===== src/rtl/simon_iter_core.sv =====
// simon_iter_core -- iterative Simon block cipher core (encrypt only).
//
// Computes the T-round Simon encryption of one 2N-bit block with an
// M-word key. The key schedule runs on the fly in an M-word shift register;
// no round-key table is stored.
//
// Parameters
//   N : word size, 16 / 24 / 32
//   M : key words; legal (N,M): (16,4) (24,3) (24,4) (32,3) (32,4)
//
// Ports
//   clk        : clock, rising edge
//   reset      : asynchronous, active-low reset
//   in_valid   : plaintext/key valid (sampled in IDLE only)
//   in_ready   : core idle and able to accept a block
//   plaintext  : {x, y}, x in the upper word
//   key        : {k[M-1], ..., k[0]}, k[0] in the lowest word
//   out_valid  : ciphertext valid (DONE state)
//   out_ready  : consumer takes the ciphertext
//   ciphertext : {x, y} after the last round, held until taken
//   busy       : rounds in progress
//
// Build option
//   SIMON_ROUNDS2_EN : two rounds and two key-schedule steps per cycle
//                      (latency T/2). Ciphertext is unchanged.

module simon_iter_core #(
    parameter int N = 16,
    parameter int M = 4
) (
    input  logic             clk,
    input  logic             reset,
    input  logic             in_valid,
    output logic             in_ready,
    input  logic [2*N-1:0]   plaintext,
    input  logic [M*N-1:0]   key,
    output logic             out_valid,
    input  logic             out_ready,
    output logic [2*N-1:0]   ciphertext,
    output logic             busy
);

    localparam bit LEGAL = (N == 16 && M == 4) ||
                           (N == 24 && (M == 3 || M == 4)) ||
                           (N == 32 && (M == 3 || M == 4));

    localparam int T  = (N == 16) ? 32 : (N == 24) ? 36 : (M == 3) ? 42 : 44;
    localparam int CW = $clog2(T);

    generate
        if (!LEGAL) begin : g_illegal
            $error("simon_iter_core: unsupported (N,M) parameter pair");
        end
    endgenerate

`ifdef SIMON_ROUNDS2_EN
    localparam int RPC = 2;
`else
    localparam int RPC = 1;
`endif

    // Counter holds the index of the first round done this cycle; it stops
    // at LAST rather than wrapping.
    localparam logic [CW-1:0] LAST = CW'(T - RPC);
    localparam logic [CW-1:0] STEP = CW'(RPC);

    // z sequences written as z[0] first (MSB), so z[i] = Zx[61-i].
    localparam logic [61:0] Z0 = 62'b11111010001001010110000111001101111101000100101011000011100110;
    localparam logic [61:0] Z1 = 62'b10001110111110010011000010110101000111011111001001100001011010;
    localparam logic [61:0] Z2 = 62'b10101111011100000011010010011000101000010001111110010110110011;
    localparam logic [61:0] Z3 = 62'b11011011101011000110010111100000010010001010011100110100001111;

    localparam logic [61:0] ZSEQ = (N == 16)            ? Z0 :
                                   (N == 24 && M == 3)  ? Z0 :
                                   (N == 24)            ? Z1 :
                                   (M == 3)             ? Z2 : Z3;

    typedef logic [M-1:0][N-1:0] kreg_t;

    typedef enum logic [1:0] {
        IDLE = 2'd0,
        RUN  = 2'd1,
        DONE = 2'd2
    } state_t;

    function automatic logic [N-1:0] rotl(input logic [N-1:0] v, input int s);
        return (v << s) | (v >> (N - s));
    endfunction

    function automatic logic [N-1:0] rotr(input logic [N-1:0] v, input int s);
        return (v >> s) | (v << (N - s));
    endfunction

    function automatic logic [2*N-1:0] round_f(input logic [2*N-1:0] xy, input logic [N-1:0] k);
        logic [N-1:0] x;
        logic [N-1:0] y;
        x = xy[2*N-1:N];
        y = xy[N-1:0];
        return {y ^ (rotl(x, 1) & rotl(x, 8)) ^ rotl(x, 2) ^ k, x};
    endfunction

    // One key-schedule step: k[0] is the key used this round, the result
    // is the register shifted down one word with k[i+M] entering on top.
    // T <= 44 < 62, so the z index never needs the mod-62 fold.
    function automatic kreg_t key_step(input kreg_t k, input logic [5:0] i);
        logic [N-1:0] tmp;
        logic [N-1:0] knew;
        tmp = rotr(k[M-1], 3);
        if (M == 4) tmp = tmp ^ k[1];
        tmp = tmp ^ rotr(tmp, 1);
        knew = ~k[0] ^ tmp ^ {{(N-1){1'b0}}, ZSEQ[6'd61 - i]} ^ {{(N-2){1'b0}}, 2'b11};
        return {knew, k[M-1:1]};
    endfunction

    state_t          state_q, state_d;
    logic [CW-1:0]   cnt_q,   cnt_d;
    logic [2*N-1:0]  xy_q,    xy_d;
    kreg_t           k_q,     k_d;
    logic [2*N-1:0]  ct_q,    ct_d;

    logic [2*N-1:0]  xy_r;
    kreg_t           k_r;
    logic [5:0]      zi;

    assign zi = 6'(cnt_q);

    // Round datapath for the current cycle.
    always_comb begin
`ifdef SIMON_ROUNDS2_EN
        xy_r = round_f(round_f(xy_q, k_q[0]), k_q[1]);
        k_r  = key_step(key_step(k_q, zi), zi + 6'd1);
`else
        xy_r = round_f(xy_q, k_q[0]);
        k_r  = key_step(k_q, zi);
`endif
    end

    always_comb begin
        state_d = state_q;
        cnt_d   = cnt_q;
        xy_d    = xy_q;
        k_d     = k_q;
        ct_d    = ct_q;
        case (state_q)
            IDLE: begin
                if (in_valid) begin
                    xy_d    = plaintext;
                    k_d     = key;
                    cnt_d   = '0;
                    state_d = RUN;
                end
            end
            RUN: begin
                xy_d = xy_r;
                k_d  = k_r;
                if (cnt_q == LAST) begin
                    ct_d    = xy_r;
                    state_d = DONE;
                end else begin
                    cnt_d = cnt_q + STEP;
                end
            end
            DONE: begin
                if (out_ready) state_d = IDLE;
            end
            default: state_d = IDLE;
        endcase
    end

    always_ff @(posedge clk or negedge reset) begin
        if (!reset) begin
            state_q <= IDLE;
            cnt_q   <= '0;
            xy_q    <= '0;
            k_q     <= '0;
            ct_q    <= '0;
        end else begin
            state_q <= state_d;
            cnt_q   <= cnt_d;
            xy_q    <= xy_d;
            k_q     <= k_d;
            ct_q    <= ct_d;
        end
    end

    // Gated by reset so the core never advertises readiness while held in reset.
    assign in_ready   = (state_q == IDLE) && reset;
    assign out_valid  = (state_q == DONE);
    assign busy       = (state_q == RUN);
    assign ciphertext = ct_q;

endmodule


===== config.mk =====
export PLATFORM = sky130hd
export DESIGN_NAME = simon_iter_core
export DESIGN_NICKNAME = d
export VERILOG_FILES = /design/src/rtl/simon_iter_core.sv
export SDC_FILE = /design/constraint.sdc
export NUM_CORES = 1
export LEC_CHECK = 0
export BUFFER_PORTS_ARGS = -buffer_cell sky130_fd_sc_hd__buf_4
export CAP_MARGIN = 5
export CORE_ASPECT_RATIO = 0.8
export CORE_UTILIZATION = 54
export DETAILED_ROUTE_END_ITERATION = 10
export PLACE_DENSITY = 0.85
export SLEW_MARGIN = 5
export SYNTH_ARGS = -nofsm -noshare
export SYNTH_HDL_FRONTEND = slang
export SYNTH_SLANG_ARGS = --single-unit

===== constraint.sdc =====
create_clock -name clk -period 2.5 [get_ports clk]
set_input_delay 0.125 -clock clk [delete_from_list [all_inputs] [get_ports clk]]
set_output_delay 0.125 -clock clk [all_outputs]
set_load 0.02 [all_outputs]

==> flow_summary.toml, run 1 <==
[run_status]
outcome = "finished, final reports clean"

[sta]
fin_worst_skew_ns = 0.00878
hold_viol_final = 0
rsz0062_at_grt = "false"
fin_crit_ns = 2.25
slew_headroom_pct = 55.9
fin_ws_ns = 0.250
drv_slew = 0
setup_viol = 0
timing.hold.ws_ns = 0.0101
tightest_slew_ns = 0.662
max_clock_freq_mhz = 444
fin_crit_sh_pct = 90.0
fin_tns_setup_ns = 0

[worst_setup_path]
critical-path-max-stage-delay_ns = 0.67
end_kind = "primary output"
crit_required_ns = 2.38
cp_slowest_cell = "dfrtp_2"
worst-setup-path-type = "register to primary output"
crit_top_cell = "buf_4"
crit_path_end = "busy"
reg2reg_slack_ns = 0.28
cp-startpoint = "state_q[0]"
worstPathCellList = "nand2b_2, inv_2, buf_4, buf_4"
start_kind = "register"
crit_arrival_ns = 2.12
r2r-start = "cnt_q[0]"
ff2ff_path_depth = 9
r2r_end = "cnt_q[3]"
crit_fanout = 30

[floorplanning]
rows = 36
dieWidth_microns = 129
io_pins = 135
die_area_sq_um = 13400
fp.dieH_microns = 104
start_util_pct = 56.5
core_sq_um = 12400

[clocking]
cts_resized = 0
htree_levels = 4
numCtsBuffers = 17
cts_num_sinks = 135
cts_tree = "yes"
clk_latency_ns = 0.42
clockBufferDepth = 2
clock-root-buffer = "clkbuf_16"
clk_pin_slew_ns = 0.06

[job]
max_cap_viol_count = 0

[finish]
area_growth_pct = 33.2
multi_input_area_sq_um = 3400
utilization_pct = 75.2
drive_above_1_share_pct = 20.3
insertedDiodeCount = 0
fill_cells = 794
regArea_sq_um = 3380
nets = 1046

[logic_synthesis]
synth-seq-cells = 135
syn_area_sq_um = 6990
avgSynthCellArea_sq_um = 9.18
syn_inst = 762
yosysSeqAreaShare_pct = 48.3
synth_nets = 870
yosys_warnings = 0
ys_types = 30

[drt]
drtAntennaViolNets = 0
drc = 0
drt_wl_total_mm = 20.7
vias = 6412
drtIter0Drc = 616
vias_per_cell = 5.71
routedWlPerCell_microns = 18.5
first_pass_iters = 5

[global_route]
overflow = 0
antenna_found_initial = 0
grt_use_total_pct = 32.2
grt_max_degree = 89
grt_first_pass_wirelength_mm = 32.7
grt_pass1_vias = 6251

[hold_path]
worstHoldPathType = "input port to register"

[placed_design]
io_buffers = 134
pre_cts_ws_ns = 0.389
gp_congestion = 0.906
hpwlAfterDp_mm = 12.9

[power_and_ir_drop]
p_leak_nw = 4.23
p_per_area_nw_per_um2 = 1680
ir_worst_vdd_mv = 0.889
critical path: cells and delay by family, from the launching register on:
family                 cells  cell delay [ns]
and+or+nand+nor            1             0.15
buffers and inverters      3             0.86
DFF                        1             0.67
worst min-delay path by stage:
stage                     slack [ns]     startpoint             to  depth (start not counted)
after detailed placement        0.12          reset        k_q[18]                          1
after CTS                      0.002        key[63]        k_q[63]                          3
after global placement          0.12          reset        k_q[18]                          1
after global routing           0.005        key[15]        k_q[15]                          3
after floorplan                -0.17          reset  ciphertext[0]                          0
final                           0.01  plaintext[14]       xy_q[14]                          3
registers in the layout, summed over array words and instances, names as in the netlist:
register    flops
ciphertext     32
cnt_q           5
k_q            64
state_q         2
xy_q           32
report_power, final:
group | switching, mW | leakage, nW | internal [mW] | total, mW
Sequential | 1.30 | 1.63 | 3.40 | 4.70
Combinational | 4.65 | 2.33 | 3.93 | 8.58
Clock | 1.08 | 0.265 | 1.30 | 2.38
Total | 7.02 | 4.23 | 8.63 | 15.7
cells in the final DEF (no fill, tap or decap), drive strengths merged, types with 7 or more instances in the layout:
| master | netlist | routed |
|---|---|---|
| buf | 18 | 146 |
| dlygate4sd3 | 0 | 61 |
| ha | 8 | 8 |
| nor2 | 77 | 77 |
| nand3b | 8 | 8 |
| o21ai | 37 | 37 |
| o22a | 16 | 16 |
| a31oi | 64 | 64 |
| dfrtp | 135 | 135 |
| mux2 | 19 | 19 |
| nor3b | 25 | 25 |
| o31ai | 7 | 7 |
| clkbuf | 32 | 17 |
| a21oi | 17 | 17 |
| inv | 6 | 15 |
| xnor2 | 75 | 75 |
| nand2 | 179 | 179 |
| xor2 | 26 | 26 |
through the flow:
| step | power, mW | std cells | area (sq um) |
|---|---|---|---|
| floorplan | 10.5 | 762 | 6990 |
| global placement | 12.4 | 1029 | 8150 |
| detailed placement | 12.7 | 1029 | 8150 |
| CTS | 15.3 | 1122 | 9320 |
| global route | 16.6 | 1122 | 9320 |
| finish | 15.7 | 1122 | 9320 |
per-layer routing:
layer / vias up / GRT usage, % / part of all wire (%)
met1: 3069 / 44.4 / 41
li1: 2920 / - / -
met4: 0 / 12.6 / 2.9
met2: 368 / 49.6 / 47
met3: 55 / 6.82 / 9.2
met5: - / 0 / 0
cells by family after synthesis:
kind of cell             synth area share, %
AO/OA/AOI/OAI                           12.5
adder cells (fa/ha/maj)                 1.43
multiplexers                            3.86
buffers and inverters                   3.22
AND/OR/NAND/NOR                         18.0
XOR/XNOR                                12.8
flip-flops                              48.3
what timing repair did:
action | CTS | global route
hold endpoints to repair | 93 | 0
buffers inserted | 0 | 0
hold buffers | 61 | 0
Yosys cell counts:
master | n | area share (%)
o21ai_1 | 15 | 1.1
buf_1 | 6 | 0.32
nand2b_1 | 2 | 0.18
mux2_1 | 10 | 1.6
mux2i_1 | 3 | 0.43
nand3b_1 | 8 | 0.86
o22a_1 | 16 | 2.0
a31oi_1 | 64 | 5.7
and3_2 | 1 | 0.11
nor3b_1 | 25 | 2.7
clkbuf_1 | 32 | 1.7
nand3_1 | 3 | 0.21
a21oi_1 | 17 | 1.2
xnor2_1 | 75 | 9.4
dfrtp_1 | 135 | 48
mux2_2 | 9 | 1.4
buf_2 | 12 | 0.86
nor2_1 | 77 | 4.1
or2_1 | 1 | 0.090
inv_1 | 5 | 0.27
o31ai_1 | 7 | 0.75
ha_1 | 8 | 1.4
xor2_1 | 25 | 3.1
mux4_1 | 1 | 0.38
o21ai_0 | 22 | 1.6
nand2_1 | 179 | 9.6
xor2_2 | 1 | 0.23
or3_1 | 1 | 0.090
a22o_1 | 1 | 0.13
inv_2 | 1 | 0.054
layout make-up:
cell class | count | share of cell area (%)
flip-flops and latches | 135 | 36.3
repair buffers | 207 | 18.7
clock buffers | 17 | 4.57
inverters | 6 | 0.242
multi-input cells | 571 | 36.5
clock inverters | 15 | 1.40
well taps | 171 | 2.30
Power figures use the tool's default switching activity.
==> run 2, diff against run 1 <==
Settings changed: BUFFER_PORTS_ARGS -buffer_cell sky130_fd_sc_hd__buf_4 to -buffer_cell sky130_fd_sc_hd__buf_2, HOLD_SLACK_MARGIN from default to 0.15, RECOVER_POWER from default to 25.
==> run 2 against run 1 <==
  * Hold slack improved by 0.15 ns
  * Largest power group unchanged
  * Fmax is 8.5% lower
  * Critical endpoint is now k_q[48]
  * Cell area down 0.11%
  * Core utilization decreased by 0.081 points
  * Clock skew grew 0.0017 ns
  * Largest cell class unchanged
==> flow_summary.toml, run 2 (synthesis results as in run 1) <==
[placed_design]
gp_congestion = 0.854
post_dp_cell_area_sq_um = 7830
pre_cts_ws_ns = 0.339
hpwlAfterDp_mm = 12.8
io_buffers = 134

[worst_setup_path]
cp-startpoint = "cnt_q[1]"
cp_slowest_cell = "mux4_1"
worst-setup-path-type = "register to register"
crit_top_cell = "mux2i_1"
start_kind = "register"
crit_arrival_ns = 2.75
end_kind = "register"
crit_fanout = 6
critical-path-max-stage-delay_ns = 0.68
worstPathCellList = "ha_1, xor2_2, mux4_1, mux2i_1, mux2i_1, xnor2_1, a21oi_1"
r2r-start = "cnt_q[1]"
crit_required_ns = 2.79

[drt]
drtIter0Drc = 971
routedWlPerCell_microns = 19.9
first_pass_iters = 6
drc = 0
drt_wl_total_mm = 22.9
vias_per_cell = 5.91
drtAntennaViolNets = 0
vias = 6823

[sta]
rsz0062_at_grt = "false"
fin_worst_skew_ns = 0.0105
max_clock_freq_mhz = 407
setup_viol = 0
slew_headroom_pct = 7.93
fin_ws_ns = 0.0417
hold_viol_final = 0
fin_tns_setup_ns = 0
tightest_slew_ns = 1.38
fin_crit_sh_pct = 98.3
fin_crit_ns = 2.46
drv_slew = 0

[clocking]
clockBufferDepth = 2
htree_levels = 4
cts_num_sinks = 135
clock-root-buffer = "clkbuf_16"
post_cts_buffers = 0
numCtsBuffers = 17
clk_latency_ns = 0.43
cts_tree = "yes"
clk_pin_slew_ns = 0.07

[finish]
fill_cells = 759
final_common_cell = "nand2_1"
final_cell_mix = "179 x nand2_1, 134 x dfrtp_1, 105 x buf_2"
nets = 1078
final_area_sq_um = 9310
drive_above_1_share_pct = 16.9
area_growth_pct = 33.1
top_register = "k_q"
insertedDiodeCount = 0
largest_reg_flops = 64

[floorplanning]
die_area_sq_um = 13400
rows = 36
fp.dieH_microns = 104
core_sq_um = 12400
dieWidth_microns = 129
start_util_pct = 56.5
io_pins = 135

[power_and_ir_drop]
p_per_area_nw_per_um2 = 1730
p_total_mw = 16.1
ir_worst_vdd_mv = 0.880
p_leak_nw = 4.18

[hold_path]
worstHoldPathType = "input port to async pin"

[run_status]
outcome = "finished, final reports clean"

[global_route]
grt_first_pass_wirelength_mm = 36.0
grt_use_total_pct = 35.8
overflow = 0
grt_max_degree = 100
grt_pass1_vias = 6814
antenna_found_initial = 0

[job]
max_cap_viol_count = 0
run 2: cell count changes in the layout (fill, tap and decap cells not counted), moves of 2 or more:
cell	before	now
clkinv_4	3	1
dlygate4sd3_1	61	92
clkbuf_1	0	28
bufinv_16	0	2
inv_8	1	3
buf_2	0	105
buf_4	143	10
run 2: path summary, 6_finish.rpt:
check	end	slack (ns)	cells after the start
worst max-delay path	k_q[48]	0.04	7
worst min-delay path	k_q[63]	0.16	2
worst max register to register	k_q[48]	0.04	7
worst min register to register	ciphertext[24]	0.48	2
max in group asynchronous	state_q[0]	0.59	3
min in group clk	xy_q[29]	0.16	4
run 2: cell type report:
class                   instances  area (sq um)  area share [%]
flip-flops and latches        135          3380            36.3
inverters                       6          22.5           0.242
repair buffers                239          1690            18.1
clock buffers                  17           425            4.57
multi-input cells             571          3400            36.5
well taps                     171           214            2.30
clock inverters                15           179            1.92
run 2: per-stage QoR:
| step | cells | hold WS [ns] | utilization (%) |
|---|---|---|---|
| after floorplan | 762 | -0.171 | - |
| after global placement | 1030 | 0.0439 | 63.2 |
| after detailed placement | 1030 | 0.0445 | 63.2 |
| after CTS | 1154 | 0.155 | 75.5 |
| after global routing | 1154 | 0.176 | 75.1 |
| final | 1154 | 0.161 | 75.1 |
run 2: what timing repair did:
| action | 4_1_cts | 5_1_grt |
|---|---|---|
| hold buffers | 92 | 0 |
| endpoints found under the hold margin | 226 | 0 |
| gates resized for setup | 0 | 0 |
run 2: worst max-delay path, delay by kind of cell (launching register included):
family | cells | cell delay (ns)
xor gates and xnor gates | 2 | 0.49
AOI/OAI and AO/OA | 1 | 0.09
DFF | 1 | 0.44
adders and majority gates | 1 | 0.31
muxes | 3 | 1.00
run 2: per-layer routing:
layer	vias to the layer above	track usage (%)	part of all wire [%]
li1	2975	-	-
met1	3259	46.7	38
met2	491	54.4	46
met3	98	9.76	11
met4	0	18.9	4.9
met5	-	0	0
run 2: report_power, final:
part	internal, mW	leakage [nW]	switching, mW
clock network	1.51	0.292	1.11
logic	3.77	2.26	5.00
registers	3.39	1.63	1.32
total	8.67	4.18	7.42
